===== src/rtl/hornet_mem_arb_pkg.sv =====
// rtl/hornet_mem_arb_pkg.sv - shared types and sizes for the hornet memory arbiter
package hornet_pkg;

   localparam int HORNET_DW = 18;
   localparam int HORNET_AW = 6;

   typedef enum logic [1:0] {
      OWN_NONE = 2'd0,
      OWN_CORE = 2'd1,
      OWN_HOST = 2'd2
   } owner_t;

   typedef enum logic {
      ARB_IDLE = 1'b0,
      ARB_ACC  = 1'b1
   } arb_state_t;

endpackage


===== src/rtl/hornet_mem_arb_if.sv =====
// rtl/hornet_mem_arb_if.sv - core/host request buses and status of the hornet memory arbiter
interface hornet_mem_arb_if #(
   parameter int DW = 18,
   parameter int AW = 6
);
   logic          c_req;
   logic          c_we;
   logic [AW-1:0] c_adr;
   logic [DW-1:0] c_wdat;
   logic          c_ack;
   logic          h_req;
   logic          h_we;
   logic [AW-1:0] h_adr;
   logic [DW-1:0] h_wdat;
   logic          h_ack;
   logic          h_halt;
   logic [DW-1:0] rdat;
   logic [1:0]    owner;
   logic          busy;

   modport master (
      output c_req, c_we, c_adr, c_wdat, h_req, h_we, h_adr, h_wdat, h_halt,
      input  c_ack, h_ack, rdat, owner, busy
   );

   modport slave (
      input  c_req, c_we, c_adr, c_wdat, h_req, h_we, h_adr, h_wdat, h_halt,
      output c_ack, h_ack, rdat, owner, busy
   );
endinterface


===== src/rtl/hornet_mem_arb_spram.sv =====
// rtl/hornet_mem_arb_spram.sv - single-port array, write-first, one-cycle registered read
module hornet_spram #(
   parameter int DW = 18,
   parameter int AW = 6
) (
   input  logic          clk,
   input  logic          we,
   input  logic [AW-1:0] adr,
   input  logic [DW-1:0] wdat,
   output logic [DW-1:0] q
);
   logic [DW-1:0] mem [0:(2**AW)-1];

   always_ff @(posedge clk) begin
      if (we) begin
         mem[adr] <= wdat;
         q        <= wdat;
      end else begin
         q <= mem[adr];
      end
   end
endmodule


===== src/rtl/hornet_mem_arb.sv =====
// rtl/hornet_mem_arb.sv - core-priority arbiter for the hornet program/data memory
// Host gets a bounded wait; every access is issue (IDLE) then ack (ACC).
module hornet_mem_arb
   import hornet_pkg::*;
#(
   parameter int DW       = HORNET_DW,
   parameter int AW       = HORNET_AW,
   parameter int WAIT_MAX = 3
) (
   input  logic            clk,
   input  logic            reset,
   hornet_mem_arb_if.slave bus
);
   localparam logic [3:0] WAIT_LIM = 4'(WAIT_MAX);

   arb_state_t    state, state_nxt;
   owner_t        owner_q, owner_nxt;
   logic [3:0]    wcnt, wcnt_nxt;
   logic          core_elig, host_elig;
   logic          mem_we;
   logic [AW-1:0] mem_adr;
   logic [DW-1:0] mem_wdat;
   logic [DW-1:0] mem_q;

   always_ff @(posedge clk) begin
      if (reset) begin
         state   <= ARB_IDLE;
         owner_q <= OWN_NONE;
         wcnt    <= '0;
      end else begin
         state   <= state_nxt;
         owner_q <= owner_nxt;
         wcnt    <= wcnt_nxt;
      end
   end

   always_comb begin
      state_nxt = state;
      owner_nxt = owner_q;
      wcnt_nxt  = wcnt;
      mem_we    = 1'b0;
      mem_adr   = bus.c_adr;
      mem_wdat  = bus.c_wdat;
      core_elig = bus.c_req & ~bus.h_halt;
      host_elig = bus.h_req;
      unique case (state)
         ARB_IDLE: begin
            // host wins only when the core is absent or has used up its allowance
            if (host_elig && (!core_elig || wcnt == WAIT_LIM)) begin
               state_nxt = ARB_ACC;
               owner_nxt = OWN_HOST;
               mem_adr   = bus.h_adr;
               mem_wdat  = bus.h_wdat;
               mem_we    = bus.h_we;
               wcnt_nxt  = '0;
            end else if (core_elig) begin
               state_nxt = ARB_ACC;
               owner_nxt = OWN_CORE;
               mem_we    = bus.c_we;
               if (!bus.h_req)
                  wcnt_nxt = '0;
               else if (wcnt != WAIT_LIM)
                  wcnt_nxt = wcnt + 4'd1;
            end else begin
               wcnt_nxt = '0;
            end
         end
         ARB_ACC: begin
            state_nxt = ARB_IDLE;
            owner_nxt = OWN_NONE;
            if (!bus.h_req)
               wcnt_nxt = '0;
         end
         default: begin
            state_nxt = ARB_IDLE;
            owner_nxt = OWN_NONE;
         end
      endcase
   end

   // a write issued on a reset edge must not reach the array
   hornet_spram #(
      .DW (DW),
      .AW (AW)
   ) u_spram (
      .clk  (clk),
      .we   (mem_we & ~reset),
      .adr  (mem_adr),
      .wdat (mem_wdat),
      .q    (mem_q)
   );

   assign bus.busy  = (state == ARB_ACC);
   assign bus.c_ack = bus.busy && (owner_q == OWN_CORE);
   assign bus.h_ack = bus.busy && (owner_q == OWN_HOST);
   assign bus.rdat  = bus.busy ? mem_q : '0;
   assign bus.owner = owner_q;
endmodule


===== src/flat_wrapper.sv =====
// flat-port wrapper written by rule: the top's interface ports become plain ports
module hornet_mem_arb_flat import hornet_pkg::*;
#(
   parameter int DW       = HORNET_DW,
   parameter int AW       = HORNET_AW,
   parameter int WAIT_MAX = 3
)
  (clk, reset, bus_c_req, bus_c_we, bus_c_adr, bus_c_wdat, bus_h_req, bus_h_we, bus_h_adr, bus_h_wdat, bus_h_halt, bus_c_ack, bus_h_ack, bus_rdat, bus_owner, bus_busy);
  hornet_mem_arb_if #(.DW(DW), .AW(AW)) bus_i ();
  input  logic clk;
  input  logic reset;
  input wire logic [$bits(bus_i.c_req)-1:0] bus_c_req;
  input wire logic [$bits(bus_i.c_we)-1:0] bus_c_we;
  input wire logic [$bits(bus_i.c_adr)-1:0] bus_c_adr;
  input wire logic [$bits(bus_i.c_wdat)-1:0] bus_c_wdat;
  input wire logic [$bits(bus_i.h_req)-1:0] bus_h_req;
  input wire logic [$bits(bus_i.h_we)-1:0] bus_h_we;
  input wire logic [$bits(bus_i.h_adr)-1:0] bus_h_adr;
  input wire logic [$bits(bus_i.h_wdat)-1:0] bus_h_wdat;
  input wire logic [$bits(bus_i.h_halt)-1:0] bus_h_halt;
  output wire logic [$bits(bus_i.c_ack)-1:0] bus_c_ack;
  output wire logic [$bits(bus_i.h_ack)-1:0] bus_h_ack;
  output wire logic [$bits(bus_i.rdat)-1:0] bus_rdat;
  output wire logic [$bits(bus_i.owner)-1:0] bus_owner;
  output wire logic [$bits(bus_i.busy)-1:0] bus_busy;
  assign bus_i.c_req = bus_c_req;
  assign bus_i.c_we = bus_c_we;
  assign bus_i.c_adr = bus_c_adr;
  assign bus_i.c_wdat = bus_c_wdat;
  assign bus_i.h_req = bus_h_req;
  assign bus_i.h_we = bus_h_we;
  assign bus_i.h_adr = bus_h_adr;
  assign bus_i.h_wdat = bus_h_wdat;
  assign bus_i.h_halt = bus_h_halt;
  assign bus_c_ack = bus_i.c_ack;
  assign bus_h_ack = bus_i.h_ack;
  assign bus_rdat = bus_i.rdat;
  assign bus_owner = bus_i.owner;
  assign bus_busy = bus_i.busy;
  hornet_mem_arb #(.DW(DW), .AW(AW), .WAIT_MAX(WAIT_MAX)) u_core (.clk(clk), .reset(reset), .bus(bus_i));
endmodule

===== config.mk =====
export PLATFORM = sky130hd
export DESIGN_NAME = hornet_mem_arb_flat
export DESIGN_NICKNAME = d
export VERILOG_FILES = /design/src/rtl/hornet_mem_arb_pkg.sv /design/src/rtl/hornet_mem_arb_if.sv /design/src/rtl/hornet_mem_arb_spram.sv /design/src/rtl/hornet_mem_arb.sv /design/src/flat_wrapper.sv
export SDC_FILE = /design/constraint.sdc
export NUM_CORES = 1
export LEC_CHECK = 0
export ABC_AREA = 1
export CAP_MARGIN = 40
export CORE_MARGIN = 2
export CORE_UTILIZATION = 40
export DETAILED_ROUTE_END_ITERATION = 10
export HOLD_SLACK_MARGIN = 0.08
export PLACE_DENSITY_LB_ADDON = 0.1
export SLEW_MARGIN = 20
export SYNTH_ARGS = -nofsm -noshare
export SYNTH_HDL_FRONTEND = slang
export SYNTH_HIERARCHICAL = 1
export SYNTH_SLANG_ARGS = --single-unit
export TNS_END_PERCENT = 1

===== constraint.sdc =====
create_clock -name clk -period 7.55 [get_ports clk]
set_input_delay 1.51 -clock clk [delete_from_list [all_inputs] [get_ports clk]]
set_output_delay 1.51 -clock clk [all_outputs]
set_load 0.005 [all_outputs]

# Word-level counts from Yosys, hierarchy flattened
# Memory sizes are Yosys's and may differ from the RTL's. A register that Yosys moved wholly into a read port is not among the register bits.
# Cells that the tools add are included.
totals:
  reg_bits: 7
  mem_bits_rw: 1152
  in_bits: 55
  out_inout_bits: 23
  n_memories: 1
mem_list:
  columns: ["memory", "words", "word_bits", "read_ports", "rd_ports_with_merged_regs", "write_ports", "line_no", "text"]
  rows:
  - ["u_core.u_spram.mem", 64, 18, 1, 1, 1, "hornet_mem_arb_spram.sv:12", "logic [DW-1:0] mem [0:(2**AW)-1];"]
op_classes:
  addsub: 1
  eq_ne: 7
  mux: 22
  n_bitwise: 5
  reduce_logical: 6
ops:
  columns: ["operator", "n"]
  rows:
  - ["$mux 18", 3]
  - ["$mux 4", 5]
  - ["$mux 6", 2]
  - ["$pmux 4 s2", 1]
  - ["$mux 1", 7]
  - ["$ne 5x5->1 const B", 1]
  - ["$add 4x1->4 const B", 1]
  - ["$eq 4x2->1 const B", 1]
  - ["$mux 2", 2]
  - ["$ne 4x2->1 const B", 1]
  - ["$pmux 2 s2", 1]
  - ["$logic_and 1x1->1", 3]
  - ["$ne 3x1->1 const B", 1]
  - ["$not 1->1", 3]
  - ["$and 1x1->1", 2]
  - ["$eq 2x1->1 const B", 1]
  - ["$eq 2x2->1 const B", 1]
  - ["$ne 2x2->1 const B", 1]
  - ["$pmux 1 s2", 1]
  - ["$reduce_and 2->1", 1]
  - ["$logic_not 1->1", 1]
  - ["$logic_or 1x1->1", 1]

# Depth between registers and ports, before layout
# Gate-level depths: netlist (run 1).
logic_depth:
  word_depth: 10
  depth_mapped: 14

# Cells and area by module
# Netlist (run 1), hierarchy kept.
by_module_without_submodules:
  columns: ["mod", "instances", "cells_each", "area_each_um2", "seq_area_each_um2"]
  rows:
  - ["hornet_spram", 1, 3930, 47185.3, 34713.3]
  - ["hornet_mem_arb", 1, 175, 913.4, 140.1]

# Worst setup path after synthesis (run 1)
# No wires, ideal clock.
synth_path:
  path_kind: "input -> register"
  from: "in bus_c_req"
  to: "mem u_core.u_spram.mem[52][0], enable pin"
  setup_time_ns: 0.440
  arrival_time_ns: 4.470
  t_required_ns: 7.110
  slack_ns: 2.640
  cell_stages: 10
  path_buffers: 2
  path_cell_list: "inv_1 nor2_2 nand2_4 nand2_8 buf_4 nand2_1 nand2_1 clkbuf_1 inv_1 nor4_1"
synth_via:
  word_cells_on_any_way: 12
  classes_between: "7 x mux; 2 x bitwise; 3 x reduce/logical"
synth_lines:
  columns: ["item", "line_no", "text"]
  rows:
  - ["from (decl)", "flat_wrapper.sv:12", "input wire logic [$bits(bus_i.c_req)-1:0] bus_c_req;"]
  - ["$and 1x1->1", "hornet_mem_arb.sv:44", "core_elig = bus.c_req & ~bus.h_halt;"]
  - ["$logic_not 1->1", "hornet_mem_arb.sv:49", "if (host_elig && (!core_elig || wcnt == WAIT_LIM)) begin"]
  - ["$logic_or 1x1->1", "hornet_mem_arb.sv:49", null]
  - ["$logic_and 1x1->1", "hornet_mem_arb.sv:49", null]
  - ["$mux 6", "hornet_mem_arb.sv:49", null]
  - ["$mux 6", "hornet_mem_arb.sv:46", "unique case (state)"]
  - ["via u_core.mem_adr[2]", "hornet_mem_arb.sv:21", "logic [AW-1:0] mem_adr;"]
  - ["to (decl)", "hornet_mem_arb_spram.sv:12", null]
# The timed path passes the listed nets, and every way through them passes these cells.

==> out/summary.txt, run 1 <==
CTS sink cnt: 1165
Fin crit period: 6.230 ns
Vias in the first global route: 29520
Critical path buffer and inverter count: 4
Clock skew after layout: 0.02196 ns
Wire length of the first global-routing pass: 211.6 mm
Synth top area share: 71.92%
Synth unique cells: 28
Average cell area after synthesis: 11.72 um^2
Critical Path Max Stage Delay: 0.78 ns
Chain of cells forming the critical path: clkinv_8, buf_12, nand3_1, nand3_1, nand2_1, nand2_1, nand3_1, nand3_1, nand2_1, nand2_1, inv_1, clkdlybuf4s50_1
Total wire length after detailed routing: 148.1 mm
CTS hold repair buffers: 0
Fraction of layout instances using a drive strength above 1: 9.257%
Detailed-route wire length per cell: 25.18 um
Crit path max-delay cell type: sky130_fd_sc_hd__dfxtp_4
Die Ht: 350.8 um
Antenna violations before repair: 4
Type of the most critical hold path: register to register
Global routing usage summed across all routing layers: 23.94%
Startpoint kind of the worst setup timing path: register
Post-route core utilization: 45.56%
Total half-perimeter wirelength after legalization and detailed placement: 86.46 mm
Post_cts resized: 0
Length of the first detailed-routing pass in iterations: 5
Sum of negative setup slack: 0 ns
I/O pin count: 78
Unrepaired setup endpoints after global routing: false
Clock buffers created by TritonCTS: 121
Top metal layer carrying routed signals: met4
Critical Path Fanout Max: 115
Register area share after synthesis: 72.46%
Max cap viols: 0
Number of placement rows: 127
Synthesis-to-finish area growth: 13.35%
GR Overflow Total: 0
Die Area: 123000 um^2
Antenna viol nets, final: 0
Starting DRC count in detailed routing: 3589
Post-synthesis net count: 4161
Clock tree from TritonCTS: done
Synthesized instance count: 4105
Total of buffers placed on input and output ports: 77
# nets final: 4227
Kind of critical path: register to primary output
Slew Limit Headroom: 37.82%
Final Max Tran Viols: 0
Top achievable clock speed: 160.5 MHz
Capturing element type of the critical path: primary output
Cell area after technology mapping: 48100 um^2
Initial core utilization: 40.20%
Clock network latency to the later pin of the worst-skew pair: 0.73 ns
Met2 WL: 67.23 mm
Tcrit/Tclk final: 82.51%
Number of register bits inferred by synthesis: 1165
Synth top area cells: sky130_fd_sc_hd__edfxtp_1 (72%), sky130_fd_sc_hd__nand2_1 (12%), sky130_fd_sc_hd__nand3_1 (10%), sky130_fd_sc_hd__buf_6 (1.9%), sky130_fd_sc_hd__buf_2 (1.1%)
Root buffer selected by CTS: sky130_fd_sc_hd__clkbuf_16
Area leader, netlist: sky130_fd_sc_hd__edfxtp_1
Slew of the pin with the lowest slew margin: 0.9327 ns
Most used DFF post-synth: sky130_fd_sc_hd__edfxtp_1
Maximum resistive drop on vdd: 0.1824 mV
Met3 Routed Length: 10.95 mm
Non-Filler Cell Area, Final: 54520 um^2
Outcome: complete, no violations
Area post-placement: 50790 um^2
Total vias in the final route: 31300
Total of endpoints with negative setup slack in the final report: 0
Crit path required time: 6.04 ns
Hold Fails Final Rpt: 0
Post-route DRC: 0
Clock Path Buffers: 3
Gpl congestion: 0.8380
Wire length on met1: 66.30 mm
Buffers inserted by post-CTS timing repair: 0
Fraction of registers with async set or reset after synthesis: 0%
Static leakage: 0.01952 uW
Signal arrival time at the worst endpoint: 4.72 ns
Htree depth: 3
Total power per unit cell area: 267.1 nW/um^2
Post-CTS clock slew at the launch and capture registers of the worst setup and hold paths: 0.06 ns
Core Footprint: 119700 um^2
Warnings from Yosys: 6
CP top delay family: buffers and inverters
Via density: 5.323
Post-synth EDFFs: 1152
Maximum number of pins on one net before global-route repair: 162
Horizontal die dimension: 350.8 um
-- worst reg2reg max path: stages, from the launching register on --
cell and delay [ns]:
sky130_fd_sc_hd__dfxtp_1 0.33, sky130_fd_sc_hd__ha_1 0.24, sky130_fd_sc_hd__nand2_2 0.12, sky130_fd_sc_hd__nand2_4 0.08
sky130_fd_sc_hd__nand2_8 0.17, sky130_fd_sc_hd__inv_8 0.12, sky130_fd_sc_hd__nand2_1 0.08, sky130_fd_sc_hd__nand2_1 0.24
sky130_fd_sc_hd__inv_1 0.33, sky130_fd_sc_hd__nand4_1 0.56, sky130_fd_sc_hd__buf_4 0.43, sky130_fd_sc_hd__nor2_2 0.54
sky130_fd_sc_hd__buf_8 0.23
-- area by class of cell --
type / count / area, um^2
Tap cell: 1612 / 2017
Timing Repair Buffer: 200 / 2210
Inverter: 39 / 197.7
Multi-Input combinational cell: 2644 / 11570
Clock inverter: 69 / 476.7
Fill cell: 11010 / 65130
Clock buffer: 150 / 3177
Sequential cell: 1165 / 34870
Antenna cell: 2 / 5.005
-- cell usage in the layout, fill, tap and decap left out, types with 3 or more instances in the layout --
cell type | netlist | routed
sky130_fd_sc_hd__nor2_4 | 1 | 7
sky130_fd_sc_hd__clkinvlp_4 | 0 | 6
sky130_fd_sc_hd__nand2_4 | 1 | 3
sky130_fd_sc_hd__nor4_2 | 0 | 8
sky130_fd_sc_hd__nor2_1 | 65 | 10
sky130_fd_sc_hd__clkinv_8 | 0 | 5
sky130_fd_sc_hd__buf_4 | 12 | 61
sky130_fd_sc_hd__buf_8 | 2 | 16
sky130_fd_sc_hd__buf_16 | 0 | 4
sky130_fd_sc_hd__inv_6 | 0 | 3
sky130_fd_sc_hd__dfxtp_1 | 13 | 8
sky130_fd_sc_hd__clkbuf_16 | 0 | 121
sky130_fd_sc_hd__buf_12 | 1 | 18
sky130_fd_sc_hd__nand2_1 | 1550 | 1532
sky130_fd_sc_hd__a21oi_1 | 6 | 6
sky130_fd_sc_hd__inv_1 | 32 | 32
sky130_fd_sc_hd__nand2_2 | 11 | 27
sky130_fd_sc_hd__clkinv_1 | 2 | 31
sky130_fd_sc_hd__bufinv_16 | 0 | 4
sky130_fd_sc_hd__clkinv_2 | 0 | 24
sky130_fd_sc_hd__clkbuf_8 | 0 | 4
sky130_fd_sc_hd__clkdlybuf4s50_1 | 0 | 77
sky130_fd_sc_hd__nor2_2 | 2 | 51
sky130_fd_sc_hd__edfxtp_1 | 1152 | 1152
sky130_fd_sc_hd__dfxtp_4 | 0 | 4
sky130_fd_sc_hd__nand3_1 | 984 | 984
sky130_fd_sc_hd__nand4_1 | 12 | 12
sky130_fd_sc_hd__clkbuf_1 | 28 | 25
sky130_fd_sc_hd__buf_6 | 80 | 24
-- registers in the layout (all words and copies together), names as in the netlist, named ones only --
name,count
u_core/u_spram/mem,1152
u_core/bus.owner,2
u_core/bus.busy,1
u_core/wcnt,4
-- synth_stat cells (2+ instances only) --
cell and n:
sky130_fd_sc_hd__buf_1 24, sky130_fd_sc_hd__inv_2 2, sky130_fd_sc_hd__clkinv_1 2, sky130_fd_sc_hd__a21oi_1 6, sky130_fd_sc_hd__buf_8 2, sky130_fd_sc_hd__buf_4 12, sky130_fd_sc_hd__nand4_1 12, sky130_fd_sc_hd__nor2_1 65
sky130_fd_sc_hd__nand2_1 1550, sky130_fd_sc_hd__nor4_1 8, sky130_fd_sc_hd__buf_2 110, sky130_fd_sc_hd__clkbuf_1 28, sky130_fd_sc_hd__nand2_2 11, sky130_fd_sc_hd__nor2_2 2, sky130_fd_sc_hd__inv_1 32, sky130_fd_sc_hd__dfxtp_1 13
sky130_fd_sc_hd__buf_6 80, sky130_fd_sc_hd__edfxtp_1 1152, sky130_fd_sc_hd__nand3_1 984, sky130_fd_sc_hd__inv_8 2
-- per-layer routing --
metal,up-vias,GRT usage (%)
met5,-,0
met4,0,6.639
met3,207,4.595
met2,1056,36.59
met1,15520,34.90
li1,14520,-
-- power by group --
group / internal [uW] / switching, uW / total (uW)
registers: 7220 / 37.9 / 7260
clock network: 3100 / 2490 / 5590
logic: 403 / 1310 / 1720
total: 10700 / 3840 / 14600
-- kinds of logic after synthesis --
logic type | count (synthesis) | synth area share, %
AOI/OAI and AO/OA | 7 | 0.07805
buffers and inverters | 296 | 4.056
DFF | 1165 | 72.46
xor gates and xnor gates | 1 | 0.01821
and+or+nand+nor | 2635 | 23.36
adders and majority gates | 1 | 0.02601
-- metrics by stage --
step                total power [uW]  worst slack (ns)  cells  hold slack [ns]
floorplan                       8374             2.640   4105           0.4730
global placement                9071             2.086   5607           0.4984
detailed placement              9105             2.195   5655           0.5034
CTS                            14670             1.400   5874           0.5124
global route                   15050             1.209   5879           0.5395
finish                         14560             1.320   5881           0.5123
-- worst paths after layout --
path	from	end	slack, ns	cells past startpoint
min reg2reg	u_core/wcnt[0]	u_core/wcnt[0]	0.51	2
max	register	bus_rdat[6]	1.32	12
max reg2reg	u_core/wcnt[0]	u_core/u_spram/mem[22][10]	3.80	12
min	u_core/wcnt[0]	u_core/wcnt[0]	0.51	2
No activity file was read; power rests on OpenSTA's default activity.
==> inputs of run 2 (changes only) <==
Clock period 7.55 ns to 6.5 ns, I/O delays scaled along.
==> out/summary.txt, run 2 (synthesis gave the netlist of run 1 again) <==
Post_cts resized: 0
Gpl congestion: 0.8696
Signal arrival time at the worst endpoint: 4.37 ns
Initial core utilization: 40.20%
Total power: 17300 uW
Antenna violations before repair: 1
Chain of cells forming the critical path: buf_12, nand2_1, nand3_1, nand3_1, nand2_1, nand2_1, nand3_1, nand3_1, nand2_1, nand2_1, inv_1, clkdlybuf4s50_1
I/O pin count: 78
Clock Path Buffers: 3
Die Area: 123000 um^2
Total power per unit cell area: 315.1 nW/um^2
Fraction of power consumed by sequential logic: 48.6%
Top achievable clock speed: 176.4 MHz
CTS sink cnt: 1165
Setup Slack @ Placement: 1.450 ns
Min-Delay Path Depth: 2
Kind of critical path: register to primary output
Total vias in the final route: 31670
Clock network latency to the later pin of the worst-skew pair: 0.73 ns
Leading cell types in the layout, fill and taps excluded: sky130_fd_sc_hd__nand2_1 (1532), sky130_fd_sc_hd__edfxtp_1 (1152), sky130_fd_sc_hd__nand3_1 (984)
Tcrit/Tclk final: 87.22%
Core Footprint: 119700 um^2
Critical Path Max Stage Delay: 0.67 ns
Leading cell type in the layout, fill and taps excluded: sky130_fd_sc_hd__nand2_1
Number of placement rows: 127
Wire length of the first global-routing pass: 211.9 mm
Htree depth: 4
Startpoint kind of the worst setup timing path: register
Starting DRC count in detailed routing: 3484
Root buffer selected by CTS: sky130_fd_sc_hd__clkbuf_16
Total wire length after detailed routing: 148.6 mm
Unrepaired setup endpoints after global routing: false
Total of endpoints with negative setup slack in the final report: 0
CTS hold repair buffers: 0
Sum of negative setup slack: 0 ns
Static leakage: 0.01977 uW
Antenna viol nets, final: 0
Maximum number of pins on one net before global-route repair: 210
Flip-flop count of the largest register after layout: 1152
Horizontal die dimension: 350.8 um
Library cell appearing most often on the critical path: sky130_fd_sc_hd__nand2_1
Post-route DRC: 0
Post-CTS clock slew at the launch and capture registers of the worst setup and hold paths: 0.06 ns
Slew Limit Headroom: 21.81%
Vias in the first global route: 29730
Crit path max-delay cell type: sky130_fd_sc_hd__dfxtp_4
Total of buffers placed on input and output ports: 77
Depth of the worst register-to-register path: 12
Detailed-route wire length per cell: 25.16 um
Fraction of layout instances using a drive strength above 1: 9.758%
Buffers inserted by post-CTS timing repair: 0
Top register by number of flip-flops: u_core/u_spram/mem
Proportion of total power due to net switching: 26.08%
Pint: 12790 uW
Net switching power: 4511 uW
Slew of the pin with the lowest slew margin: 1.173 ns
Maximum resistive drop on vdd: 0.2010 mV
Filler Cells Inserted: 11010
Length of the first detailed-routing pass in iterations: 6
Comb power frac: 11.8%
# nets final: 4259
Share of total power in the clock network: 39.6%
Via density: 5.361
Clock buffers created by TritonCTS: 130
Synthesis-to-finish area growth: 14.12%
Capturing element type of the critical path: primary output
Crit path required time: 5.20 ns
Critical Path Fanout Max: 209
Outcome: complete, no violations
Clock tree from TritonCTS: done
Fin crit period: 5.670 ns
Type of the most critical hold path: register to register
Clock skew after layout: 0.02235 ns
Minimum setup slack in the final design: 0.8305 ns
Final Max Tran Viols: 0
Max cap viols: 0
Global routing usage summed across all routing layers: 24.00%
GR Overflow Total: 0
Hold Fails Final Rpt: 0
Die Ht: 350.8 um
Total half-perimeter wirelength after legalization and detailed placement: 88.80 mm
## run 2: cell count changes in the layout (fill, tap and decap cells not counted), sizes merged
cell and change:
buf +23, bufinv -1, clkbuf +9, clkinv -1, clkinvlp -4, inv +1
## run 2: power by group through the flow
stage | registers, uW | clock network, uW | logic [uW]
floorplan | 8560 | 0 | 1170
global placement | 8580 | 0 | 1970
detailed placement | 8570 | 0 | 2030
CTS | 8410 | 6950 | 2030
global route | 8410 | 7230 | 2190
finish | 8410 | 6840 | 2050
## run 2: final timing paths
| check | from | to | slack (ns) |
|---|---|---|---|
| max | register | bus_rdat[5] | 0.83 |
| min reg2reg | u_core/bus.owner[0] | u_core/bus.owner[0] | 0.51 |
| min | u_core/bus.owner[0] | u_core/bus.owner[0] | 0.51 |
| max reg2reg | u_core/wcnt[0] | u_core/u_spram/mem[10][15] | 2.80 |
## run 2: final cells by class
type / instances / area (um^2) / area share, %
sequential: 1165 / 34870 / 63.53
multi-input combinational: 2644 / 11530 / 21.00
inverter: 39 / 197.7 / 0.3602
clock inverter: 64 / 384.1 / 0.6998
tap: 1612 / 2017 / 3.674
clock buffer: 159 / 3490 / 6.357
antenna: 2 / 5.005 / 0.009118
timing repair buffer: 223 / 2400 / 4.372
## run 2: metrics by stage
step	hold slack, ns	cell area [um^2]	utilization (%)	std cells
final	0.5133	54890	45.87	5908
after CTS	0.5156	54810	45.81	5903
after floorplan	0.4730	48100	-	4105
after global routing	0.5484	54890	45.87	5906
after global placement	0.5000	50320	42.06	5642
after detailed placement	0.5073	50940	42.57	5680
## run 2: routing by layer
layer  track usage [%]  part of all wire (%)
met1             35.09                    45
met2             37.35                    46
met3             4.151                   7.2
met4             5.667                   1.7
met5                 0                     0
## run 2: critical path, delay by kind of cell (launching register included)
| family | cells | cell delay, ns |
|---|---|---|
| AND/OR/NAND/NOR | 9 | 1.36 |
| buffers and inverters | 3 | 1.28 |
| flip-flops | 1 | 0.67 |
